### config.mk
export PLATFORM = sky130hd
export DESIGN_NAME = sal_ref_ctrl_flat
export DESIGN_NICKNAME = d
export VERILOG_FILES = /design/src/rtl/sal_ref_ctrl_if.sv /design/src/rtl/sal_ref_ctrl.sv /design/src/flat_wrapper.sv
export SDC_FILE = /design/constraint.sdc
export NUM_CORES = 1
export LEC_CHECK = 0
export BUFFER_PORTS_ARGS = -buffer_cell sky130_fd_sc_hd__buf_2
export CAP_MARGIN = 40
export CORE_MARGIN = 2
export CORE_UTILIZATION = 44
export DETAILED_ROUTE_END_ITERATION = 8
export GPL_TIMING_DRIVEN = 0
export PLACE_DENSITY_LB_ADDON = 0.15
export SETUP_SLACK_MARGIN = 0.15
export SLEW_MARGIN = 10
export SYNTH_ARGS = -nofsm -noshare
export SYNTH_HDL_FRONTEND = slang
export SYNTH_SLANG_ARGS = --single-unit
export TNS_END_PERCENT = 5
### constraint.sdc
create_clock -name clk -period 6.3 [get_ports clk]
set_input_delay 0.63 -clock clk [delete_from_list [all_inputs] [get_ports clk]]
set_output_delay 0.63 -clock clk [all_outputs]
set_load 0.02 [all_outputs]
### src/rtl/sal_ref_ctrl_if.sv
// Refresh-controller handshake bundle: bank drain status, bank stall request,
// scheduler command channel and status flags.
interface sal_ref_ctrl_if #(
  parameter int unsigned BK_CNT       = 8,
  parameter int unsigned MAX_POSTPONE = 8
);
  localparam int unsigned DW = $clog2(MAX_POSTPONE + 1);

  logic              ref_en;
  logic [BK_CNT-1:0] bk_ready;
  logic              ref_req;
  logic              cmd_valid;
  logic [1:0]        cmd_code;
  logic              cmd_ready;
  logic              ref_busy;
  logic              ref_urgent;
  logic [DW-1:0]     debt;
  logic              ovf_err;

  modport slave (
    input  ref_en, bk_ready, cmd_ready,
    output ref_req, cmd_valid, cmd_code, ref_busy, ref_urgent, debt, ovf_err
  );

  modport master (
    output ref_en, bk_ready, cmd_ready,
    input  ref_req, cmd_valid, cmd_code, ref_busy, ref_urgent, debt, ovf_err
  );
endinterface

### src/rtl/sal_ref_ctrl.sv
// DDR2 auto-refresh controller: tREFI tick generation, postponed-refresh debt
// tracking, bank quiesce, then PREA + REF issue on the scheduler port.
module sal_ref_ctrl #(
  parameter int unsigned BK_CNT       = 8,
  parameter int unsigned TREFI        = 780,
  parameter int unsigned TRP          = 3,
  parameter int unsigned TRFC         = 13,
  parameter int unsigned MAX_POSTPONE = 8
) (
  input logic           clk,
  input logic           rst,
  sal_ref_ctrl_if.slave bus
);

  localparam int unsigned DW   = $clog2(MAX_POSTPONE + 1);
  localparam int unsigned CW   = $clog2(TREFI);
  localparam int unsigned WMAX = (TRP > TRFC) ? TRP : TRFC;
  localparam int unsigned WW   = $clog2(WMAX + 1);

  localparam logic [2:0] StIdle     = 3'd0;
  localparam logic [2:0] StDrain    = 3'd1;
  localparam logic [2:0] StPrea     = 3'd2;
  localparam logic [2:0] StTrpWait  = 3'd3;
  localparam logic [2:0] StRef      = 3'd4;
  localparam logic [2:0] StTrfcWait = 3'd5;

  localparam logic [1:0] CmdNop  = 2'd0;
  localparam logic [1:0] CmdPrea = 2'd1;
  localparam logic [1:0] CmdRef  = 2'd2;

  logic [2:0]        state_q, state_d;
  logic [CW-1:0]     cnt_q, cnt_d;
  logic [WW-1:0]     wait_q, wait_d;
  logic [DW-1:0]     debt_q, debt_d;
  logic              ovf_q, ovf_d;
  logic              urgent_q;
  logic              ref_req_q, ref_req_d;
  logic              busy_q, busy_d;
  logic              cmd_valid_q, cmd_valid_d;
  logic [1:0]        cmd_code_q, cmd_code_d;
  logic [BK_CNT-1:0] bk_all;
  logic              tick;
  logic              ref_hs;
  logic              debt_nz;

  assign bk_all  = bus.bk_ready;
  assign tick    = bus.ref_en && (cnt_q == '0);
  assign ref_hs  = cmd_valid_q && bus.cmd_ready && (cmd_code_q == CmdRef);
  assign debt_nz = (debt_q != '0);

  always_comb begin
    cnt_d = cnt_q;
    if (bus.ref_en) begin
      cnt_d = tick ? CW'(TREFI - 1) : cnt_q - CW'(1);
    end
  end

  // A tick and a REF handshake in the same cycle cancel; saturation flags overflow.
  always_comb begin
    debt_d = debt_q;
    ovf_d  = ovf_q;
    if (tick && !ref_hs) begin
      if (debt_q == DW'(MAX_POSTPONE)) begin
        ovf_d = 1'b1;
      end else begin
        debt_d = debt_q + DW'(1);
      end
    end else if (ref_hs && !tick && debt_nz) begin
      debt_d = debt_q - DW'(1);
    end
  end

  always_comb begin
    state_d = state_q;
    wait_d  = wait_q;
    case (state_q)
      StIdle: begin
        if (debt_nz && bus.ref_en) state_d = StDrain;
      end
      StDrain: begin
        if (&bk_all) state_d = StPrea;
      end
      StPrea: begin
        if (bus.cmd_ready) begin
          state_d = StTrpWait;
          wait_d  = WW'(TRP - 1);
        end
      end
      StTrpWait: begin
        if (wait_q == '0) state_d = StRef;
        else              wait_d  = wait_q - WW'(1);
      end
      StRef: begin
        if (bus.cmd_ready) begin
          state_d = StTrfcWait;
          wait_d  = WW'(TRFC - 1);
        end
      end
      StTrfcWait: begin
        // Banks are still closed, so further owed refreshes skip the PREA.
        if (wait_q == '0) state_d = (debt_nz && bus.ref_en) ? StRef : StIdle;
        else              wait_d  = wait_q - WW'(1);
      end
      default: state_d = StIdle;
    endcase
  end

  // Outputs are registered from the next state so they change on the same edge.
  always_comb begin
    ref_req_d   = (state_d != StIdle);
    busy_d      = (state_d != StIdle);
    cmd_valid_d = (state_d == StPrea) || (state_d == StRef);
    cmd_code_d  = CmdNop;
    if (state_d == StPrea)     cmd_code_d = CmdPrea;
    else if (state_d == StRef) cmd_code_d = CmdRef;
  end

  always_ff @(posedge clk or posedge rst) begin
    if (rst) begin
      state_q     <= StIdle;
      cnt_q       <= CW'(TREFI - 1);
      wait_q      <= '0;
      debt_q      <= '0;
      ovf_q       <= 1'b0;
      urgent_q    <= 1'b0;
      ref_req_q   <= 1'b0;
      busy_q      <= 1'b0;
      cmd_valid_q <= 1'b0;
      cmd_code_q  <= CmdNop;
    end else begin
      state_q     <= state_d;
      cnt_q       <= cnt_d;
      wait_q      <= wait_d;
      debt_q      <= debt_d;
      ovf_q       <= ovf_d;
      // Derived from the current debt register, so it trails debt by one cycle.
      urgent_q    <= (debt_q >= DW'(MAX_POSTPONE - 1));
      ref_req_q   <= ref_req_d;
      busy_q      <= busy_d;
      cmd_valid_q <= cmd_valid_d;
      cmd_code_q  <= cmd_code_d;
    end
  end

  assign bus.ref_req    = ref_req_q;
  assign bus.cmd_valid  = cmd_valid_q;
  assign bus.cmd_code   = cmd_code_q;
  assign bus.ref_busy   = busy_q;
  assign bus.ref_urgent = urgent_q;
  assign bus.debt       = debt_q;
  assign bus.ovf_err    = ovf_q;

endmodule

### src/flat_wrapper.sv
// flat-port wrapper written by rule: the top's interface ports become plain ports
module sal_ref_ctrl_flat 
#(
  parameter int unsigned BK_CNT       = 8,
  parameter int unsigned TREFI        = 780,
  parameter int unsigned TRP          = 3,
  parameter int unsigned TRFC         = 13,
  parameter int unsigned MAX_POSTPONE = 8
)
  (clk, rst, bus_ref_en, bus_bk_ready, bus_cmd_ready, bus_ref_req, bus_cmd_valid, bus_cmd_code, bus_ref_busy, bus_ref_urgent, bus_debt, bus_ovf_err);
  sal_ref_ctrl_if #(.BK_CNT(BK_CNT), .MAX_POSTPONE(MAX_POSTPONE)) bus_i ();
  input logic clk;
  input logic rst;
  input wire logic [$bits(bus_i.ref_en)-1:0] bus_ref_en;
  input wire logic [$bits(bus_i.bk_ready)-1:0] bus_bk_ready;
  input wire logic [$bits(bus_i.cmd_ready)-1:0] bus_cmd_ready;
  output wire logic [$bits(bus_i.ref_req)-1:0] bus_ref_req;
  output wire logic [$bits(bus_i.cmd_valid)-1:0] bus_cmd_valid;
  output wire logic [$bits(bus_i.cmd_code)-1:0] bus_cmd_code;
  output wire logic [$bits(bus_i.ref_busy)-1:0] bus_ref_busy;
  output wire logic [$bits(bus_i.ref_urgent)-1:0] bus_ref_urgent;
  output wire logic [$bits(bus_i.debt)-1:0] bus_debt;
  output wire logic [$bits(bus_i.ovf_err)-1:0] bus_ovf_err;
  assign bus_i.ref_en = bus_ref_en;
  assign bus_i.bk_ready = bus_bk_ready;
  assign bus_i.cmd_ready = bus_cmd_ready;
  assign bus_ref_req = bus_i.ref_req;
  assign bus_cmd_valid = bus_i.cmd_valid;
  assign bus_cmd_code = bus_i.cmd_code;
  assign bus_ref_busy = bus_i.ref_busy;
  assign bus_ref_urgent = bus_i.ref_urgent;
  assign bus_debt = bus_i.debt;
  assign bus_ovf_err = bus_i.ovf_err;
  sal_ref_ctrl #(.BK_CNT(BK_CNT), .TREFI(TREFI), .TRP(TRP), .TRFC(TRFC), .MAX_POSTPONE(MAX_POSTPONE)) u_core (.clk(clk), .rst(rst), .bus(bus_i));
endmodule
==> run_results.csv <==
group,metric,value,unit
cts,cts_max_path_buffers,2,
placement,numPortBuffers,22,
layout,area_growth,14.7,%
pwr,swShare,0.395,
pwr,p_per_area,333,nW/µm²
logic_synthesis,synthArstFlopShare,1.00,
setup_path,reg2reg_depth,11,
logic_synthesis,yosys.area.top_type_share,0.364,
layout,layout.nets,205,
setup_path,r2r-start,"u_core.cnt_q[0]",
logic_synthesis,synth_most_common_cell,"dfrtp_1",
pwr,pwr-share-comb,0.395,
cts,cts-resized-gates,0,
setup_path,max_stage_delay,610,ps
logic_synthesis,ys_top_cells_by_count,"22 x dfrtp_1, 20 x nor2_1, 12 x nand2_1",
grt,grt_start_max_net_pins,19,
placement,hpwlAfterDp,2250,µm
setup_path,cp.required,6510,ps
job,cap_viol_max_count,0,
cts,clk_pin_slew_worst_paths,140,ps
layout,diodes,0,
cts,clkSinkCount,27,
cts,clk_latency,320,ps
routing,drc,0,
setup_path,path_common_cell,"nand2_1",
routing,avgViaCountPerCell,5.34,
cts,numCtsBuffers,3,
layout,fill_cells,323,
die,start_util,0.457,
setup_path,crit_path_cell_trace,"inv_1 -> ha_1 -> nand2b_1 -> nor2_1 -> nand2_1 -> ha_1 -> a21oi_1 -> nand2_1 -> or3_1 -> nand2_1 -> a21oi_1",
pwr,clkPwrFrac,0.128,
grt,grt_antenna_before_repair,0,
routing,ant_nets,0,
die,pin_count,23,
sta,clock.fmax,413,MHz
sta,fin_skew,0.978,ps
die,dieArea,3920,µm²
grt,grt-ovfl-total,0,
logic_synthesis,synth_edf_count,0,
logic_synthesis,ys_warn_count,0,
sta,slew_headroom,0.554,
routing,drt_iter0_drc,70,
cts,cts_setup_buffers,0,
logic_synthesis,ys_seq_elements,27,
logic_synthesis,synth-main-ff-cell,"dfrtp_1",
grt,grt_usage,0.166,
logic_synthesis,syn-num-nets,177,
grt,grt_pass1_vias,1251,
pwr,vdd_ir_drop_max,140,µV
sta,rsz0062_at_grt,"no",
setup_path,path_class,"register to register",
pwr,p_seq_frac,0.478,
setup_path,cp_data_arrival_time,2630,ps
pwr,power.switching,229,µW
sta,fin_setup_tns,0,ps
placement,place.gp.congestion,0.862,
routing,via_count,1240,
layout,fin_area,1740,µm²
sta,drv_slew,0,
logic_synthesis,syn_area,1510,µm²
pwr,p_leak,0.000801,µW
pwr,intPower,350,µW
layout,drive_above_1_share,0.226,
setup_path,rrSetupSlack,3880,ps
routing,routed_wirelength,2900,µm
setup_path,reg2reg_to,"u_core.bus.debt[3]",
cts,cts_tree,"yes",
setup_path,worst_setup_path_start_kind,"register",
die,core-area,3310,µm²
die,num_rows,21,
setup_path,cp_max_fo,6,
hold_path,min_path_type,"primary input to async pin",
logic_synthesis,synth.distinct_cells,42,
cts,clockRootBuffer,"clkbuf_4",
die,chipWidth,62.6,µm
logic_synthesis,syn_area_per_cell,9.51,µm²
routing,routedWlPerCell,12.5,µm
logic_synthesis,netlist_instances,159,
setup_path,cp_slowest_cell,"dfstp_2",
setup_path,end_kind,"register",
logic_synthesis,seq_area_frac_synth,0.451,
sta,setup_violations,0,
cts,cts.htree.levels,1,
placement,postPlaceCellArea,1710,µm²
logic_synthesis,synth_area_leaders,"dfrtp_1 36%, dfstp_2 8.7%, nor2_1 5.0%",
grt,grt_pass1_wl,5300,µm
sta,hold_viol,0,
status,outcome,"completed",
sta,tightest_slew,661,ps
sta,min_period,2420,ps
cts,cts_hold_buf,0,
routing,first_pass_iters,4,
die,die_h,62.6,µm
logic_synthesis,synth.largest_area_cell,"dfrtp_1",
sta,min_period_over_period,0.384,
==> worst max-delay path: cells and delay by family, from the launching register on <==
family / cells / cell delay, ps
and+or+nand+nor: 6 / 910
DFF: 1 / 610
adders and majority gates: 2 / 500
AOI/OAI and AO/OA: 2 / 210
buffers and inverters: 1 / 80
==> area by class of cell <==
cell class | count | area [µm²] | share of cell area
clock inverters | 1 | 5.00 | 0.00288
flip-flops and latches | 27 | 682 | 0.393
clock buffers | 3 | 22.5 | 0.0130
repair buffers | 23 | 138 | 0.0793
plain buffers | 4 | 22.5 | 0.0130
multi-input cells | 119 | 774 | 0.446
well taps | 46 | 57.6 | 0.0332
inverters | 9 | 33.8 | 0.0195
==> kinds of logic after synthesis <==
| group | after synthesis | synth area share |
|---|---|---|
| buf+inv | 13 | 0.0372 |
| mux | 1 | 0.00662 |
| compound gates | 34 | 0.152 |
| simple gates | 69 | 0.246 |
| xor+xnor | 9 | 0.0521 |
| flops | 27 | 0.451 |
| fa+ha+maj | 6 | 0.0546 |
==> power groups by stage <==
stage | Clock [µW] | Sequential, µW | Combinational (µW)
6_report | 73.9 | 276 | 228
5_1_grt | 88.4 | 285 | 255
4_1_cts | 77.9 | 275 | 227
3_5_place_dp | 0 | 278 | 227
3_3_place_gp | 0 | 277 | 217
2_1_floorplan | 0 | 276 | 171
==> per-stage QoR <==
step                setup WS, ps  hold slack, ps   util  cells  power [µW]
floorplan                   4130             465      -    159         447
global placement            3810             458  0.508    227         494
detailed placement          3770             456  0.516    228         505
CTS                         3880             290  0.524    232         581
global route                3670             296  0.524    232         629
finish                      3880             287  0.524    232         579
==> cells in the final DEF, fill, tap and decap left out, types with 5 or more instances in the layout <==
cell,count
a21oi_1,11
buf_2,22
dfrtp_1,22
dfstp_2,5
ha_1,5
inv_1,9
nand2_1,12
nand2b_1,5
nor2_1,20
nor3_1,5
or3_1,5
xnor2_1,6
==> sequential cells by signal, summed over array words and instances (netlist names) <==
register,flops
u_core.cnt_q,10
u_core.bus.debt,4
u_core.wait_q,4
u_core.state_q,3
u_core.bus.cmd_code,2
u_core.bus.cmd_valid,1
u_core.bus.ovf_err,1
u_core.bus.ref_req,1
u_core.bus.ref_urgent,1
==> per-layer routing <==
metal | up-vias | GRT usage | part of all wire
met5 | - | 0 | 0
met4 | 0 | 0.0583 | 0.0073
met3 | 2 | 0.0486 | 0.045
met2 | 34 | 0.294 | 0.50
met1 | 587 | 0.190 | 0.45
li1 | 617 | - | -
==> worst max path at each step <==
stage / startpoint / end
after floorplan: u_core.cnt_q[0] / u_core.bus.debt[3]
after global placement: bus_ref_en / u_core.bus.debt[3]
after detailed placement: bus_ref_en / u_core.bus.debt[3]
after CTS: u_core.cnt_q[0] / u_core.bus.debt[3]
after global routing: u_core.wait_q[0] / u_core.bus.ref_req
final: u_core.cnt_q[0] / u_core.bus.debt[3]
(Power assumes the default switching activity.)
